[config.mk]
export PLATFORM = sky130hd
export DESIGN_NAME = layer_ctrl
export DESIGN_NICKNAME = d
export VERILOG_FILES = /design/src/rtl/layer_ctrl.sv
export SDC_FILE = /design/constraint.sdc
export NUM_CORES = 1
export LEC_CHECK = 0
export ABC_CLOCK_PERIOD_IN_PS = 7600
export CAP_MARGIN = 10
export CORE_ASPECT_RATIO = 1.25
export CORE_MARGIN = 2
export CORE_UTILIZATION = 35
export DETAILED_ROUTE_END_ITERATION = 8
export SYNTH_ARGS = -nofsm -noshare
export SYNTH_HDL_FRONTEND = slang
export SYNTH_SLANG_ARGS = --single-unit
[constraint.sdc]
create_clock -name clk -period 7.6 [get_ports clk]
set_input_delay 1.52 -clock clk [delete_from_list [all_inputs] [get_ports clk]]
set_output_delay 1.52 -clock clk [all_outputs]
set_load 0.01 [all_outputs]
[src/rtl/layer_ctrl.sv]
// Layer sequencer: streams image words to the layer datapath with kernel addressing and tracks results to layer completion.
// Define LAYER_CTRL_STATS_EN to build the saturating RUN-state back-pressure counter on stall_cnt.
module layer_ctrl #(
  parameter int unsigned CNT_WIDTH  = 16,
  parameter int unsigned POOL_WIDTH = 8
) (
  input  logic                  clk,
  input  logic                  rst,
  input  logic [CNT_WIDTH-1:0]  cfg_mac_nb,
  input  logic [POOL_WIDTH-1:0] cfg_pool_nb,
  input  logic [CNT_WIDTH-1:0]  cfg_out_nb,
  input  logic                  cfg_val,
  output logic                  cfg_rdy,
  input  logic                  src_val,
  output logic                  src_rdy,
  output logic                  img_val,
  output logic                  img_last,
  input  logic                  img_rdy,
  output logic [CNT_WIDTH-1:0]  ker_addr,
  output logic [POOL_WIDTH-1:0] pool_nb,
  input  logic                  res_val,
  input  logic                  res_rdy,
  output logic                  busy,
  output logic                  done,
  output logic                  err,
  output logic [31:0]           stall_cnt
);

  localparam int unsigned PROD_WIDTH = CNT_WIDTH + POOL_WIDTH;

  typedef enum logic [3:0] {
    IDLE  = 4'b0001,
    RUN   = 4'b0010,
    DRAIN = 4'b0100,
    DONE  = 4'b1000
  } state_t;

  state_t                  state, state_nxt;
  logic [CNT_WIDTH-1:0]    mac_nb_q, out_nb_q;
  logic [POOL_WIDTH-1:0]   pool_nb_q;
  logic [CNT_WIDTH-1:0]    word_cnt, pix_cnt, res_cnt;
  logic [PROD_WIDTH-1:0]   pix_prod;
  logic                    cfg_acc, beat, res_beat, res_cnt_en, res_final;
  logic                    word_last, pix_final, res_last, err_set;

  assign res_beat  = res_val & res_rdy;
  assign word_last = (word_cnt == mac_nb_q - CNT_WIDTH'(1));
  assign res_last  = (res_cnt == out_nb_q - CNT_WIDTH'(1));
  assign pix_prod  = PROD_WIDTH'(out_nb_q) * PROD_WIDTH'(pool_nb_q);
  assign pix_final = (PROD_WIDTH'(pix_cnt) == pix_prod - PROD_WIDTH'(1));
  assign ker_addr  = word_cnt;
  assign pool_nb   = pool_nb_q;

  // State register
  always_ff @(posedge clk or negedge rst) begin
    if (!rst) state <= IDLE;
    else      state <= state_nxt;
  end

  // Next state and handshake decode
  always_comb begin
    state_nxt  = state;
    cfg_rdy    = 1'b0;
    cfg_acc    = 1'b0;
    src_rdy    = 1'b0;
    img_val    = 1'b0;
    img_last   = 1'b0;
    beat       = 1'b0;
    res_cnt_en = 1'b0;
    res_final  = 1'b0;
    err_set    = 1'b0;
    busy       = (state != IDLE);
    done       = (state == DONE);
    case (state)
      IDLE: begin
        cfg_rdy = 1'b1;
        cfg_acc = cfg_val;
        err_set = res_beat;
        if (cfg_val) state_nxt = RUN;
      end
      RUN: begin
        res_cnt_en = res_beat;
        res_final  = res_beat & res_last;
        img_val    = src_val;
        img_last   = src_val & word_last;
        // The completing result beat closes the layer, so the stream is cut in that cycle.
        src_rdy    = img_rdy & ~res_final;
        beat       = src_val & src_rdy;
        err_set    = res_final & img_last & ~pix_final;
        if (res_final)                          state_nxt = DONE;
        else if (beat && word_last && pix_final) state_nxt = DRAIN;
      end
      DRAIN: begin
        res_cnt_en = res_beat;
        res_final  = res_beat & res_last;
        if (res_final) state_nxt = DONE;
      end
      DONE: begin
        state_nxt = IDLE;
      end
      default: begin
        state_nxt = IDLE;
      end
    endcase
  end

  // Latched layer configuration, zero fields clamped to 1
  always_ff @(posedge clk or negedge rst) begin
    if (!rst) begin
      mac_nb_q  <= CNT_WIDTH'(1);
      pool_nb_q <= POOL_WIDTH'(1);
      out_nb_q  <= CNT_WIDTH'(1);
    end else if (cfg_acc) begin
      mac_nb_q  <= (cfg_mac_nb == '0)  ? CNT_WIDTH'(1)  : cfg_mac_nb;
      pool_nb_q <= (cfg_pool_nb == '0) ? POOL_WIDTH'(1) : cfg_pool_nb;
      out_nb_q  <= (cfg_out_nb == '0)  ? CNT_WIDTH'(1)  : cfg_out_nb;
    end
  end

  // Word, pixel and result counters
  always_ff @(posedge clk or negedge rst) begin
    if (!rst) begin
      word_cnt <= '0;
      pix_cnt  <= '0;
      res_cnt  <= '0;
    end else if (cfg_acc) begin
      word_cnt <= '0;
      pix_cnt  <= '0;
      res_cnt  <= '0;
    end else begin
      if (beat) begin
        if (word_last) begin
          word_cnt <= '0;
          pix_cnt  <= pix_cnt + CNT_WIDTH'(1);
        end else begin
          word_cnt <= word_cnt + CNT_WIDTH'(1);
        end
      end
      if (res_cnt_en) res_cnt <= res_cnt + CNT_WIDTH'(1);
    end
  end

  // Sticky protocol error, cleared only when a new layer is accepted
  always_ff @(posedge clk or negedge rst) begin
    if (!rst)         err <= 1'b0;
    else if (cfg_acc) err <= 1'b0;
    else if (err_set) err <= 1'b1;
  end

`ifdef LAYER_CTRL_STATS_EN
  // Saturating count of RUN cycles where upstream is held off by the datapath
  always_ff @(posedge clk or negedge rst) begin
    if (!rst) begin
      stall_cnt <= '0;
    end else if (cfg_acc) begin
      stall_cnt <= '0;
    end else if ((state == RUN) && src_val && !img_rdy && (stall_cnt != '1)) begin
      stall_cnt <= stall_cnt + 32'(1);
    end
  end
`else
  assign stall_cnt = '0;
`endif

endmodule

## After elaboration in Yosys (flattened, before gate mapping)

Index checks and enable logic that the tools add are counted.

| storage, ports and cells | value |
|---|---|
| bits in registers | 93 |
| input port bits | 47 |
| output and inout port bits | 63 |
| word-level logic and storage cells | 73 |

| cells by class | value |
|---|---|
| $add $sub $neg | 6 |
| $mul | 1 |
| equal/unequal tests | 11 |
| muxes and demuxes | 26 |
| bitwise logic cells | 9 |
| reductions and logical operators | 12 |

Operators with widths:

| kind | count |
|---|---|
| 2-to-1 mux 16 bit | 10 |
| adder 16 x 1 -> 16 bit (second input constant) | 3 |
| == test 16 bit | 2 |
| zero test 16 bit | 2 |
| subtractor 16 x 1 -> 16 bit (second input constant) | 2 |
| == test 16 x 24 -> 1 bit | 1 |
| multiplier 16 x 8 -> 24 bit | 1 |
| subtractor 24 x 1 -> 24 bit (second input constant) | 1 |
| 2-to-1 mux 4 bit | 4 |
| one-hot mux 4 bit (3 select lines) | 1 |
| 2-to-1 mux 1 bit | 9 |
| zero test 8 bit | 1 |
| 2-to-1 mux 8 bit | 1 |
| nonzero test 2 bit | 4 |
| bitwise AND 1 bit | 7 |
| == test 4 x 1 -> 1 bit (second input constant) | 1 |
| == test 4 x 2 -> 1 bit (second input constant) | 1 |
| == test 4 x 3 -> 1 bit (second input constant) | 1 |
| == test 4 bit (second input constant) | 1 |
| != test 2 bit (second input constant) | 2 |
| != test 4 x 1 -> 1 bit (second input constant) | 1 |
| != test 3 bit (second input constant) | 1 |
| AND reduction 3 bit | 1 |
| logical AND 1 bit | 2 |
| 4 further kinds | 5 |

## Logic depth before layout (Yosys ltp)

Gate-level depths: netlist (run 1).

| depth | value |
|---|---|
| word-level depth | 11 |
| gate-level depth with buffers | 21 |
| mapped depth without buffers | 19 |

## Worst setup path after synthesis (run 1)

OpenSTA, ideal clock, no wires.

| timing | value |
|---|---|
| kind | register -> register |
| from | reg pool_nb_q[0] (netlist: pool_nb[0]) |
| to | reg state[2] |
| library setup time | 77 ps |
| arrival | 5672 ps |
| data required time | 7523 ps |
| slack | 1851 ps |
| stages on the path, launching flop included | 20 |
| buffers on the path | 3 |
| clock period less this slack | 5749 ps |
| cell sequence | dfstp_2 > clkbuf_1 > clkbuf_1 > nand2_1 > fa_1 > fa_1 > fa_1 > fa_1 > inv_1 > ha_1 > clkbuf_1 > o21a_1 > nor3_1 > a2111oi_0 > nand4_1 > or4_1 > nor4_1 > nand4_1 > or4_1 > a21oi_1 |

| between the ends | value |
|---|---|
| word-level cells in the longest chain between the ends | 6 |

Ends and longest elaborated chain:

| element | line | RTL |
|---|---|---|
| start: declaration | 40 | `logic [POOL_WIDTH-1:0] pool_nb_q;` |
| start signal: assignment | 115 | `pool_nb_q <= (cfg_pool_nb == '0) ? POOL_WIDTH'(1) : cfg_pool_nb;` |
| multiplier 16 x 8 -> 24 bit | 49 | `assign pix_prod = PROD_WIDTH'(out_nb_q) * PROD_WIDTH'(pool_nb_q);` |
| subtractor 24 x 1 -> 24 bit | 50 | `assign pix_final = (PROD_WIDTH'(pix_cnt) == pix_prod - PROD_WIDTH'(1));` |
| == test 16 x 24 -> 1 bit | 50 |  |
| logical AND 1 bit | 91 | `else if (beat && word_last && pix_final) state_nxt = DRAIN;` |
| != test 3 bit (no source line) | n/a |  |
| AND reduction 3 bit (no source line) | n/a |  |
| end signal: assignment | 57 | `else state <= state_nxt;` |
| end: declaration | 38 | `state_t state, state_nxt;` |

Every way passes these cells.
A chain may end at the register's enable or synchronous reset.

## Worst setup path in the final report (run 1)

| timing | value |
|---|---|
| from | reg pool_nb_q[5] (netlist: pool_nb[5]) |
| to | reg state[2] |

Same word-level chain as after synthesis.

==> flow_metrics.tcl, run 1 <==
set metrics [dict create \
    number_of_max_cap_violations 0 \
    worst_clock_skew_ns 0.00738 \
    yosys_warnings 0 \
    timing.slew.headroom 0.247 \
    nNetsFinal 1423 \
    worstPathCellList "nand2_1 -> fa_1 -> fa_1 -> fa_1 -> fa_1 -> inv_1 -> ha_1 -> xnor2_1 -> nor3_1 -> a2111oi_0 -> nand4_1 -> or4_1 -> nor4_1 -> nand4_1 -> or4_1 -> a21oi_1" \
    timing.critical_path.max_delay_family "adder cells" \
    final_hold_viol_count 0 \
    total_via_count_after_detailed_routing 8326 \
    hold_path_sink "mac_nb_q[15]" \
    min_path_cells 2 \
    wire_per_inst_um 16.5 \
    async_reset_ff_frac 1.00 \
    number_of_global_route_vias_before_repair 8328 \
    globalRoute.totalOverflow 0 \
    report.final.setup_viol 0 \
    route.detailed.vias_per_inst 5.25 \
    synth-compound-area-share 0.115 \
    worstPathRequired_ns 7.90 \
    die_width_um 156 \
    synth_enable_flop_cells 0 \
    rr_worst_depth 16 \
    timing.critical_path.to_type "register" \
    worstMarginPinSlew_ns 1.12 \
    synth_largest_area_cell "dfrtp_1" \
    globalRouteTotalUtil 0.180 \
    placed_cells 1571 \
    numPortBuffers 77 \
    timing.final.max_slew_violations 0 \
    post_synth.cell_area_avg_um2 8.42 \
    yosys.area_share.simple 0.238 \
    adder_cell_area_share_of_the_yosys_netlist 0.250 \
    postSynth.topFlopCell "dfrtp_1" \
    finalSetupTns_ns 0 \
    final.period_utilization 0.825 \
    cts.htree.levels 3 \
    die_ht_um 194 \
    row_count 69 \
    synth-seq-area-share 0.230 \
    post_synth_instance_area_um2 10100 \
    rsz0062_at_grt "no" \
    tritoncts_sinks 93 \
    synthCells 1203 \
    resized_after_cts 0 \
    post_synth_main_area_contributors "dfrtp_1 22%, fa_1 18%, nand2_1 9.9%" \
    criticalPathCategory "reg2reg" \
    synth_most_common_cell "nand2_1" \
    detail_route.drc_violations 0 \
    crit_buf_inv 1 \
    netlist-cell-type-count 70 \
    worst_r2r_src "pool_nb[5]" \
    final_core_util 0.394 \
    postSynthRegisterBits 93 \
    drt-pass1-iter-count 5 \
    clk_transition_reported_paths_ns 0.07 \
    timing.critical_path.mode_cell "fa_1" \
    final_period_minus_worst_setup_slack_ns 6.27 \
    clock_tree.buffer_depth 2 \
    rr_endpoint "state[2]" \
    synth_top_cell_area_share 0.220 \
    largest_net_degree_at_the_start_of_global_routing 63 \
    critical_path.max_stage_delay_ns 0.72 \
    cts_buffers 9 \
    synth_xor_xnor_area_share 0.0721 \
    worst-path-max-fanout 18 \
    number_of_antenna_violations_at_the_first_check_in_global_routing 0 \
    cts_hold_repair.buffers 0 \
    clockRootBuffer "clkbuf_16" \
    status "finished clean" \
    dpl_wire_length_um 20300 \
    setup_ws_ns 1.33 \
    layoutNonFillerInstCount 1587 \
    post_cts_buffers 0 \
    detail-route-antenna-nets 0 \
    hold_path.class "reg2reg" \
    synth_top_family_by_area "adder cells" \
    critPathArrivalTime_ns 6.57 \
    design.die.area_um2 30300 \
    initial_utilization 0.356 \
    finalWirelength_um 26300 \
    layout-drive-gt1-share 0.0341 \
    first_iter_violations 399 \
    critPathLaunchType "register" \
    crit_path_top_delay_cell "dfrtp_1" \
    hold_start "mac_nb_q[15]" \
    gp_routability_congestion 0.879 \
    n_antenna_cell 0 \
    area.growth.synth_to_final_pct 10.9 \
    cts_tree "built" \
    post-place-ws_ns 1.37 \
    core_area_um2 28500 \
    synth_top_cells_by_count "268 x nand2_1, 89 x dfrtp_1, 89 x fa_1" \
    clock_latency_ns 0.37 \
    ioPinCount 110 \
    synth.area.mux_share 0.0112 \
    grt_pass1_wl_um 43400 \
    worst-r2r-setup-slack_ns 1.33 \
    timing.fmax_ghz 0.159 \
]
==> stage by stage <==
stage / hold WS (ns) / area, um^2
finish: 0.506 / 11200
detailed placement: 0.493 / 11000
floorplan: 0.467 / 10200
CTS: 0.511 / 11200
global route: 0.541 / 11200
global placement: 0.485 / 11000
==> metal layers <==
layer / vias up / GRT usage / part of all wire
li1: 4029 / - / -
met1: 4044 / 0.237 / 0.44
met2: 219 / 0.304 / 0.50
met3: 34 / 0.0183 / 0.036
met4: 0 / 0.0676 / 0.026
met5: - / 0 / 0
==> placed cells by master, fill, tap and decap left out, types with 32 or more instances in the layout <==
cell,Yosys,layout
nand2_1,268,268
fa_1,89,89
dfrtp_1,89,89
inv_1,83,83
clkdlybuf4s50_1,0,76
ha_1,60,60
nor2_1,53,53
a21oi_1,48,48
o21ai_0,44,44
xnor2_1,44,44
xor2_1,35,35
conb_1,1,32
==> layout make-up <==
cell class | count | area, um^2
fill | 2920 | 17300
multi-input combinational | 960 | 7080
sequential | 93 | 2330
timing repair buffer | 80 | 791
tap | 355 | 444
inverter | 83 | 312
clock buffer | 11 | 243
clock inverter | 5 | 35.0
==> how the worst max path moves through the flow <==
stage	startpoint	to	slack, ns	cells after the start
after CTS	pool_nb[5]	state[2]	1.38	16
after global routing	pool_nb[1]	state[2]	0.84	16
after detailed placement	pool_nb[2]	state[2]	1.37	16
final	pool_nb[5]	state[2]	1.33	16
after floorplan	pool_nb[0]	state[2]	1.85	19
after global placement	pool_nb[5]	state[2]	1.56	16
==> cell families after synthesis <==
| family | count (synthesis) |
|---|---|
| buffers and inverters | 181 |
| flip-flops | 93 |
| multiplexers | 11 |
| adder cells (fa/ha/maj) | 149 |
| AND/OR/NAND/NOR | 508 |
| XOR/XNOR | 81 |
| other | 1 |
| AO/OA/AOI/OAI | 179 |
==> flip-flops by register name, indices dropped and copies added (netlist names) <==
register,cells
err,1
mac_nb_q,16
pool_nb,8
ker_addr,16
pix_cnt,16
out_nb_q,16
res_cnt,16
state,4
==> worst register-to-register path: cells and delay by family, from the launching register on <==
family                     cells  cell delay [ns]
AOI/OAI and AO/OA              2             0.64
xor gates and xnor gates       1             0.31
adders and majority gates      5             2.48
buffers and inverters          1             0.04
DFF                            1             0.72
and+or+nand+nor                7             2.00
Power of run 1 is left out: the tool's default activity adds up to more than one toggle a clock period on the data nets, which glitch-free logic cannot reach.
==> run 2, diff against run 1 <==
--- a/config.mk
+++ b/config.mk
@@ -5,7 +5,7 @@
 export SDC_FILE = /design/constraint.sdc
 export NUM_CORES = 1
 export LEC_CHECK = 0
-export ABC_CLOCK_PERIOD_IN_PS = 7600
+export ABC_CLOCK_PERIOD_IN_PS = 5600
 export CAP_MARGIN = 10
 export CORE_ASPECT_RATIO = 1.25
 export CORE_MARGIN = 2
==> constraint.sdc (replaced) <==
create_clock -name clk -period 5.6 [get_ports clk]
set_input_delay 1.12 -clock clk [delete_from_list [all_inputs] [get_ports clk]]
set_output_delay 1.12 -clock clk [all_outputs]
set_load 0.01 [all_outputs]
==> run 2 against run 1 <==
Die area unchanged. Register-to-register slack worse by 1.1 ns. Cell count is 5.5% higher. Via count rose by 5.2%. Core utilization up 3.7 points. Worst setup slack lost 1.1 ns. Global-route usage is essentially flat. First-iteration DRC count is 8.0% higher. Non-clock buffer count grew 87.
==> flow_metrics.tcl, run 2 (synthesis gave the netlist of run 1 again) <==
set metrics [dict create \
    final_period_minus_worst_setup_slack_ns 5.41 \
    nNetsFinal 1510 \
    hold_path.class "reg2reg" \
    worst_clock_skew_ns 0.0106 \
    clockRootBuffer "clkbuf_16" \
    finalWirelength_um 27000 \
    timing.slew.headroom 0.442 \
    globalRouteTotalUtil 0.180 \
    clock_tree.buffer_depth 2 \
    cts_tree "built" \
    worstMarginPinSlew_ns 0.837 \
    total_length_of_routed_met3_wires_um 864 \
    die_width_um 156 \
    n_antenna_cell 0 \
    largest_net_degree_at_the_start_of_global_routing 49 \
    die_ht_um 194 \
    gp_routability_congestion 0.926 \
    row_count 69 \
    critPathArrivalTime_ns 5.69 \
    worstPathCellList "buf_6 -> nand2_1 -> fa_1 -> fa_1 -> fa_1 -> fa_1 -> inv_1 -> ha_1 -> or2_4 -> a31o_2 -> o31ai_2 -> xnor2_1 -> or4_1 -> nor4_2 -> nand4_1 -> or4_1 -> a21oi_1" \
    worst-path-max-fanout 5 \
    timing.critical_path.to_type "register" \
    detail-route-antenna-nets 0 \
    number_of_global_route_vias_before_repair 8778 \
    cts_buffers 9 \
    dpl_wire_length_um 21100 \
    clk_transition_reported_paths_ns 0.07 \
    setup_ws_ns 0.194 \
    drt-pass1-iter-count 5 \
    route.detailed.vias_per_inst 5.23 \
    final_cell_mix "266 x nand2_1, 86 x fa_1, 82 x dfrtp_1, 81 x inv_1, 78 x buf_4" \
    core_area_um2 28500 \
    ioPinCount 110 \
    min_path_cells 2 \
    layout-drive-gt1-share 0.131 \
    first_iter_violations 431 \
    route.top_layer_used "met4" \
    final.period_utilization 0.965 \
    area.growth.synth_to_final_pct 21.4 \
    detail_route.drc_violations 0 \
    wire_length_on_met1_um 11800 \
    timing.final.max_slew_violations 0 \
    timing.critical_path.max_delay_family "adder cells" \
    report.final.setup_viol 0 \
    crit_buf_inv 2 \
    status "finished clean" \
    critPathLaunchType "register" \
    rr_worst_depth 17 \
    wire_per_inst_um 16.1 \
    design.die.area_um2 30300 \
    cts.htree.levels 3 \
    initial_utilization 0.356 \
    wl_met2_um 13700 \
    worst-r2r-setup-slack_ns 0.19 \
    worst_r2r_src "pool_nb[0]" \
    timing.critical_path.mode_cell "fa_1" \
    globalRoute.totalOverflow 0 \
    crit_path_top_delay_cell "dfstp_2" \
    hold_path_sink "mac_nb_q[15]" \
    worstPathRequired_ns 5.89 \
    grt_pass1_wl_um 43700 \
    clock_latency_ns 0.36 \
    post-place-ws_ns -0.0969 \
    criticalPathCategory "reg2reg" \
    number_of_antenna_violations_at_the_first_check_in_global_routing 0 \
    numPortBuffers 77 \
    final_hold_viol_count 0 \
    hold_start "mac_nb_q[15]" \
    number_of_max_cap_violations 0 \
    critical_path.max_stage_delay_ns 0.57 \
    timing.fmax_ghz 0.185 \
    total_via_count_after_detailed_routing 8755 \
    crit_path_start "pool_nb[0]" \
    tritoncts_sinks 93 \
    rr_endpoint "state[2]" \
    most_common_cell_after_layout_fill_and_taps_aside "nand2_1" \
]
## run 2: per-layer routing
layer	GRT usage	vias up
met5	0	-
met4	0.0574	0
met3	0.0186	25
met2	0.314	190
met1	0.232	4342
li1	-	4198
## run 2: repair_timing
| action | in CTS | in global routing |
|---|---|---|
| pin swaps | 1 | 57 |
| setup buffers | 2 | 9 |
| gates cloned | 0 | 1 |
| endpoints found under the setup margin | 2 | 3 |
| gates resized for setup | 2 | 57 |
| hold buffers | 0 | 0 |
## run 2: worst max-delay path by stage
stage                          end  depth (start not counted)
after floorplan           state[2]                         18
after global placement    state[2]                         16
after detailed placement  state[2]                         16
final                     state[2]                         17
after global routing           err                         18
after CTS                 state[2]                         17
## run 2: tightest hold or removal path: stages, from the launching register on
cell and delay, ns:
dfrtp_1 0.36, nand2_1 0.05, nand2_1 0.06
## run 2: metrics by stage
step | area [um^2] | setup TNS [ns] | hold WS (ns) | std cells | utilization
after floorplan | 10300 | 0 | 0.467 | 1234 | -
after global placement | 11600 | -0.00419 | 0.480 | 1646 | 0.408
after detailed placement | 11600 | -0.107 | 0.485 | 1646 | 0.408
after CTS | 11900 | 0 | 0.502 | 1664 | 0.419
after global routing | 12300 | -0.0169 | 0.515 | 1674 | 0.431
final | 12300 | 0 | 0.498 | 1674 | 0.431
## run 2: layout make-up
type                       count  area, um^2
clock buffer                  11         233
clock inverter                 5        58.8
fill                        2812       16200
inverter                      83         312
multi-input combinational    960        7330
sequential                    93        2340
tap                          355         444
timing repair buffer         167        1580
Power of run 2 is left out for the same reason.
